<file path="src/rtl/regfile_wb_arbiter_if.sv">
// regfile_wb_arbiter_if: writeback request handshakes, stall and registered write port
interface regfile_wb_arbiter_if #(parameter int DATA_W = 32, parameter int ADDR_W = 4);
  logic              req0_valid;
  logic              req0_ready;
  logic [ADDR_W-1:0] req0_dest;
  logic [DATA_W-1:0] req0_data;
  logic              req1_valid;
  logic              req1_ready;
  logic [ADDR_W-1:0] req1_dest;
  logic [DATA_W-1:0] req1_data;
  logic              wb_stall;
  logic              writeBackEn;
  logic [ADDR_W-1:0] Dest_wb;
  logic [DATA_W-1:0] Result_wb;
  modport master (
    output req0_valid, req0_dest, req0_data, req1_valid, req1_dest, req1_data, wb_stall,
    input  req0_ready, req1_ready, writeBackEn, Dest_wb, Result_wb
  );
  modport slave (
    input  req0_valid, req0_dest, req0_data, req1_valid, req1_dest, req1_data, wb_stall,
    output req0_ready, req1_ready, writeBackEn, Dest_wb, Result_wb
  );
endinterface

</file>
<file path="src/rtl/regfile_wb_arbiter.sv">
// regfile_wb_arbiter: two-source writeback arbiter onto one registered regfile write port (WB_ARB_ROUND_ROBIN_EN selects round-robin for different-dest contention)
module regfile_wb_arbiter #(parameter int DATA_W = 32, parameter int ADDR_W = 4) (
  input logic clk,
  input logic rst,
  regfile_wb_arbiter_if.slave bus
);
  logic              full0, full1, older, g0, g1, pick1, acc0, acc1, contend, rr_pick;
  logic [ADDR_W-1:0] dest0, dest1;
  logic [DATA_W-1:0] data0, data1;
  assign bus.req0_ready = !full0 | g0;
  assign bus.req1_ready = !full1 | g1;
  assign acc0 = bus.req0_valid & bus.req0_ready;
  assign acc1 = bus.req1_valid & bus.req1_ready;
`ifdef WB_ARB_ROUND_ROBIN_EN
  logic rr;
  assign rr_pick = rr;
  // rr pointer flips after every different-dest contended grant
  always_ff @(posedge clk) begin
    if (rst) rr <= 1'b0;
    else if (contend && !bus.wb_stall) rr <= !rr;
  end
`else
  assign rr_pick = 1'b0;
`endif
  // grant selection: same dest follows age, different dest follows rr_pick
  always_comb begin
    contend = full0 & full1 & (dest0 != dest1);
    pick1 = (full0 & full1) ? (contend ? rr_pick : older) : 1'b0;
    g0 = !bus.wb_stall & full0 & !(full1 & pick1);
    g1 = !bus.wb_stall & full1 & (!full0 | pick1);
  end
  // holding buffers and age bit; a buffer loaded alone is younger than one that stays
  always_ff @(posedge clk) begin
    if (rst) begin
      full0 <= 1'b0;
      full1 <= 1'b0;
      older <= 1'b0;
      dest0 <= '0;
      dest1 <= '0;
      data0 <= '0;
      data1 <= '0;
    end else begin
      full0 <= acc0 | (full0 & !g0);
      full1 <= acc1 | (full1 & !g1);
      older <= acc1 ? 1'b0 : acc0 ? 1'b1 : older;
      if (acc0) begin
        dest0 <= bus.req0_dest;
        data0 <= bus.req0_data;
      end
      if (acc1) begin
        dest1 <= bus.req1_dest;
        data1 <= bus.req1_data;
      end
    end
  end
  // registered write port; dest/data hold when nothing is granted
  always_ff @(posedge clk) begin
    if (rst) begin
      bus.writeBackEn <= 1'b0;
      bus.Dest_wb <= '0;
      bus.Result_wb <= '0;
    end else begin
      bus.writeBackEn <= g0 | g1;
      if (g0 | g1) begin
        bus.Dest_wb <= g1 ? dest1 : dest0;
        bus.Result_wb <= g1 ? data1 : data0;
      end
    end
  end
endmodule

</file>
<file path="src/flat_wrapper.sv">
// flat-port wrapper written by rule: the top's interface ports become plain ports
module regfile_wb_arbiter_flat 
#(parameter int DATA_W = 32, parameter int ADDR_W = 4)
  (clk, rst, bus_req0_valid, bus_req0_dest, bus_req0_data, bus_req1_valid, bus_req1_dest, bus_req1_data, bus_wb_stall, bus_req0_ready, bus_req1_ready, bus_writeBackEn, bus_Dest_wb, bus_Result_wb);
  regfile_wb_arbiter_if #(.DATA_W(DATA_W), .ADDR_W(ADDR_W)) bus_i ();
  input logic clk;
  input logic rst;
  input wire logic [$bits(bus_i.req0_valid)-1:0] bus_req0_valid;
  input wire logic [$bits(bus_i.req0_dest)-1:0] bus_req0_dest;
  input wire logic [$bits(bus_i.req0_data)-1:0] bus_req0_data;
  input wire logic [$bits(bus_i.req1_valid)-1:0] bus_req1_valid;
  input wire logic [$bits(bus_i.req1_dest)-1:0] bus_req1_dest;
  input wire logic [$bits(bus_i.req1_data)-1:0] bus_req1_data;
  input wire logic [$bits(bus_i.wb_stall)-1:0] bus_wb_stall;
  output wire logic [$bits(bus_i.req0_ready)-1:0] bus_req0_ready;
  output wire logic [$bits(bus_i.req1_ready)-1:0] bus_req1_ready;
  output wire logic [$bits(bus_i.writeBackEn)-1:0] bus_writeBackEn;
  output wire logic [$bits(bus_i.Dest_wb)-1:0] bus_Dest_wb;
  output wire logic [$bits(bus_i.Result_wb)-1:0] bus_Result_wb;
  assign bus_i.req0_valid = bus_req0_valid;
  assign bus_i.req0_dest = bus_req0_dest;
  assign bus_i.req0_data = bus_req0_data;
  assign bus_i.req1_valid = bus_req1_valid;
  assign bus_i.req1_dest = bus_req1_dest;
  assign bus_i.req1_data = bus_req1_data;
  assign bus_i.wb_stall = bus_wb_stall;
  assign bus_req0_ready = bus_i.req0_ready;
  assign bus_req1_ready = bus_i.req1_ready;
  assign bus_writeBackEn = bus_i.writeBackEn;
  assign bus_Dest_wb = bus_i.Dest_wb;
  assign bus_Result_wb = bus_i.Result_wb;
  regfile_wb_arbiter #(.DATA_W(DATA_W), .ADDR_W(ADDR_W)) u_core (.clk(clk), .rst(rst), .bus(bus_i));
endmodule
</file>
<file path="config.mk">
export PLATFORM = sky130hd
export DESIGN_NAME = regfile_wb_arbiter_flat
export DESIGN_NICKNAME = d
export VERILOG_FILES = /design/src/rtl/regfile_wb_arbiter_if.sv /design/src/rtl/regfile_wb_arbiter.sv /design/src/flat_wrapper.sv
export SDC_FILE = /design/constraint.sdc
export NUM_CORES = 1
export LEC_CHECK = 0
export ABC_AREA = 1
export CAP_MARGIN = 15
export CORE_ASPECT_RATIO = 1.25
export CORE_MARGIN = 3
export CORE_UTILIZATION = 30
export CTS_CLUSTER_SIZE = 30
export DETAILED_ROUTE_END_ITERATION = 12
export GPL_TIMING_DRIVEN = 0
export MAX_ROUTING_LAYER = met4
export SYNTH_ARGS = -nofsm -noshare
export SYNTH_HDL_FRONTEND = slang
export SYNTH_SLANG_ARGS = --single-unit
</file>
<file path="constraint.sdc">
create_clock -name clk -period 1.8 [get_ports clk]
set_input_delay 0.36 -clock clk [delete_from_list [all_inputs] [get_ports clk]]
set_output_delay 0.36 -clock clk [all_outputs]
set_load 0.01 [all_outputs]
</file>
## Word level (Yosys, flattened, before mapping)

Index checks and enable logic that the tools add are counted.

- Input port bits: 77
- Register bits: 112
- Logic and storage cells: 39
- Output and inout bits: 39

- Reductions and logical operators: 7
- Eq/ne operators: 1
- Bitwise operators: 17
- Mux-type cells: 4

Operator list:

| kind | number |
|---|---|
| two-way mux 32 bit | 1 |
| AND 1 bit | 11 |
| zero test 1 bit | 6 |
| OR 1 bit | 6 |
| two-way mux 4 bit | 1 |
| != test 4 bit | 1 |
| two-way mux 1 bit | 2 |
| OR reduction 2 bit | 1 |

## Depth between registers and ports, before layout

- Depth after elaboration: 10
- Gate-level depth with buffers: 13

## Worst setup path after synthesis

No wires, ideal clock.

- Path kind: reg-to-output
- Start: reg u_core.dest1[0]
- End: out bus_req1_ready
- Required time: 1.440 ns
- Slack: 0.252 ns
- Cell stages (with the launch flop): 11
- Buffers on the path: 2
- Data arrival time: 1.188 ns
- Path through: dfxtp_1 inv_1 nand2_1 nand2_1 nor2_1 nand3_1 nand2_1 nand2_2 nand2_2 buf_4 buf_4

- Word-level cells in the longest chain between the ends: 7

Ends and longest elaborated chain:

| element | RTL line | source |
|---|---|---|
| from (decl) | regfile_wb_arbiter.sv:8 | `logic [ADDR_W-1:0] dest0, dest1;` |
| from (signal assigned) | regfile_wb_arbiter.sv:51 | `dest1 <= bus.req1_dest;` |
| != test 4 bit | regfile_wb_arbiter.sv:27 | `contend = full0 & full1 & (dest0 != dest1);` |
| AND 1 bit | regfile_wb_arbiter.sv:27 |  |
| two-way mux 1 bit (2 in series) | regfile_wb_arbiter.sv:28 | `pick1 = (full0 & full1) ? (contend ? rr_pick : older) : 1'b0;` |
| OR 1 bit | regfile_wb_arbiter.sv:30 | `g1 = !bus.wb_stall & full1 & (!full0 \| pick1);` |
| AND 1 bit | regfile_wb_arbiter.sv:30 |  |
| OR 1 bit | regfile_wb_arbiter.sv:11 | `assign bus.req1_ready = !full1 \| g1;` |
| to (decl) | flat_wrapper.sv:16 | `output wire logic [$bits(bus_i.req1_ready)-1:0] bus_req1_ready;` |

No other way between the ends.

## Worst setup path in the final report

- Start: reg u_core.dest1[3]
- End: out bus_req1_ready

The elaborated chain is that of the path after synthesis.

==> qor.yml <==
placed_design:
  dp_cells: 1071
  hpwl_um: 10500
  pre_cts_slack_ns: -0.791
  place.gp.congestion: 0.806
  port_buffers: 113
worst_setup_path:
  path_buf_inv: 3
  cp_cell_sequence: "inv_1 > nand2_1 > nand2_1 > nor2_1 > nand3_2 > nand2_2 > nand2_4 > nand2_4 > buf_8 > buf_6"
  cpPeakStageDelay_ns: 0.36
  slowest_stage: "dfxtp_2"
  worst_ep_arrival_time_ns: 1.50
  crit_fanout: 4
  critPathRequiredTime_ns: 1.44
  crit_type: "reg -> out"
  crit_family: "simple AND/OR/NAND/NOR gates"
  cp-end-kind: "primary output"
  startpoint_type: "register"
outcome:
  run_status: "complete, but fails checks"
  violations: "setup timing"
sta:
  fin_ws_ns: -0.0633
  drv_slew: 0
  worst_clock_skew_ns: 0.00560
  rsz0062_at_grt: "true"
  worstMarginPinSlew_ns: 0.621
  timing_hold_violations_final: 0
  fin_setup_tns_ns: -0.104
  whs_ns: 0.467
  max_clock_freq_mhz: 537
  finalSetupViolCount: 2
  fin_crit_ns: 1.86
  slew_headroom: 0.586
  finalCritPeriodShare: 1.04
floorplan:
  fp.dieW_um: 121
  core_um2: 16300
  die_h_um: 150
  die_area_um2: 18200
  start_util: 0.306
  io_pins: 116
  rows: 52
cts:
  clockRootBuffer: "clkbuf_16"
  clockBufferDepth: 2
  clkTransAtPathRegs_ns: 0.07
  cts_made_buffers: 9
  clock_insertion_delay_worst_skew_ns: 0.34
  cts_tree: "done"
  htreeDepth: 3
  ctsHoldBuffers: 0
  clkSinkCount: 112
final_layout:
  syn_to_final_growth_pct: 37.8
  fillCellCount: 1770
  finalNetCount: 954
  instances_no_fill: 1098
  drive_gt1_frac: 0.0873
  fin_util: 0.422
  diodes: 0
pwr:
  irDropWorstVdd_uv: 433
  p_int_w: 0.00414
  swShare: 0.269
  p_clk_frac: 0.328
  seqPwrFrac: 0.488
  switching_power_w: 0.00152
  comb_power_share: 0.183
  leakage_nw: 3.37
  powerDensity_nw_per_um2: 825
synthesis:
  synth_top_area_frac: 0.450
  ys_seq_area_frac: 0.450
  yosysTopAreaCell: "dfxtp_1"
  yosys_warnings: 0
  synth_area_per_cell_um2: 6.71
  ys_ff_latch: 112
  synth_cell_types: 16
  synth_fp_nets: 819
  syn_area_um2: 4980
  syn-instance-count: 742
  synth.area.top_cells: "dfxtp_1 (45%), nand2_1 (12%), nand3_1 (11%)"
detailed_routing:
  drtPass1Iterations: 4
  vias: 4777
  drtIter0Drc: 297
  wl_per_cell_um: 12.9
  ant_nets: 0
  drt_wl_total_um: 14200
  drc_errors: 0
  routed_via_density: 4.35
worst_hold_path:
  hp-class: "reg -> reg"
grt:
  grt_pass1_wl_um: 23100
  antenna_found_initial: 0
  grt_start_max_net_pins: 17
  track_usage: 0.164
  grt_pass1_vias: 4662
  grt-ovfl-total: 0
run:
  drv_cap: 0
-- sequential cells by signal (all words and copies together) (netlist names) --
register,cells
u_core.dest1,4
u_core.bus.Dest_wb,4
u_core.bus.writeBackEn,1
u_core.full1,1
u_core.older,1
u_core.data0,32
u_core.dest0,4
u_core.data1,32
u_core.full0,1
u_core.bus.Result_wb,32
-- cells in the mapped netlist --
| cell | number |
|---|---|
| buf_4 | 8 |
| buf_1 | 14 |
| nand2_1 | 158 |
| nand3_1 | 110 |
| o21ai_1 | 1 |
| inv_2 | 1 |
| dfxtp_1 | 112 |
| o211ai_1 | 36 |
| clkbuf_1 | 20 |
| nor2_2 | 1 |
| inv_1 | 115 |
| nor2_1 | 116 |
| nand2_2 | 2 |
| a21oi_2 | 1 |
| buf_2 | 9 |
| a21oi_1 | 38 |
-- tightest hold or removal path, cell delays in order (launching register included) --
cell and delay (ns):
dfxtp_1 0.33, nor2_1 0.05, nor2_1 0.06
-- power groups by stage --
| stage | Sequential (W) | Combinational, W | Clock (W) |
|---|---|---|---|
| 5_1_grt | 0.00279 | 0.00118 | 0.00199 |
| 3_3_place_gp | 0.00281 | 0.000980 | 0 |
| 4_1_cts | 0.00276 | 0.00103 | 0.00189 |
| 3_5_place_dp | 0.00281 | 0.000986 | 0 |
| 6_report | 0.00276 | 0.00104 | 0.00186 |
| 2_1_floorplan | 0.00281 | 0.000549 | 0 |
-- final timing paths --
path	start	slack (ns)	cells past startpoint	to
worst max register to register	u_core.dest1[3]$_SDFFE_PP0P_	0.13	11	u_core.bus.Result_wb[8]$_SDFFE_PP0P_
worst max-delay path	u_core.dest1[3]$_SDFFE_PP0P_	-0.06	10	bus_req1_ready
worst min register to register	u_core.data0[8]$_SDFFE_PP0P_	0.47	2	u_core.data0[8]$_SDFFE_PP0P_
worst min-delay path	u_core.data0[8]$_SDFFE_PP0P_	0.47	2	u_core.data0[8]$_SDFFE_PP0P_
-- cells in the final DEF (no fill, tap or decap) --
cell	count
nand2_1	154
nor2_1	115
inv_1	111
clkdlybuf4s50_1	111
nand3_1	108
dfxtp_1	105
a21oi_1	38
o211ai_1	36
clkbuf_1	18
buf_4	16
buf_2	10
buf_1	9
clkbuf_16	9
dfxtp_2	6
inv_2	5
buf_6	5
nand2_2	4
clkbuf_2	4
clkbuf_4	3
nand3_2	2
buf_8	2
nand2_4	2
clkinvlp_4	2
nor2_2	1
o21ai_2	1
nor2_4	1
a21oi_4	1
clkbuf_8	1
buf_12	1
dfxtp_4	1
-- routing by layer --
metal	wire [um]	vias up	GRT usage
met4	289	0	0.0549
met2	6980	102	0.281
met1	6060	2080	0.196
met5	0	-	-
met3	818	19	0.0291
li1	-	2576	-
-- what timing repair did --
action | in CTS | in global routing
endpoints found under the hold margin | 0 | 0
gates resized for setup | 41 | 23
endpoints found under the setup margin | 62 | 95
pin swaps | 8 | 9
buffers inserted | 6 | 7
-- final cells by class --
class / instances / area [um^2] / area share
tap: 216 / 270 / 0.0394
buffer: 50 / 280 / 0.0408
inverter: 116 / 435 / 0.0634
sequential: 112 / 2250 / 0.328
timing repair buffer: 125 / 1240 / 0.180
clock buffer: 14 / 254 / 0.0370
multi-input combinational: 463 / 2120 / 0.309
clock inverter: 2 / 15.0 / 0.00219
-- cells by family (layout without fill, tap and decap cells) --
| kind of cell | count (synthesis) | in the layout | synth area share |
|---|---|---|---|
| buffers and inverters | 167 | 307 | 0.134 |
| and+or+nand+nor | 387 | 387 | 0.321 |
| AOI/OAI and AO/OA | 76 | 76 | 0.0952 |
| DFF | 112 | 112 | 0.450 |
-- metrics by stage --
stage / total power [W] / instance area (um^2)
2_1_floorplan: 0.00336 / 4980
3_3_place_gp: 0.00379 / 6380
3_5_place_dp: 0.00380 / 6380
4_1_cts: 0.00567 / 6780
5_1_grt: 0.00595 / 6870
6_report: 0.00566 / 6870
No activity file was read; power rests on OpenSTA's default activity.
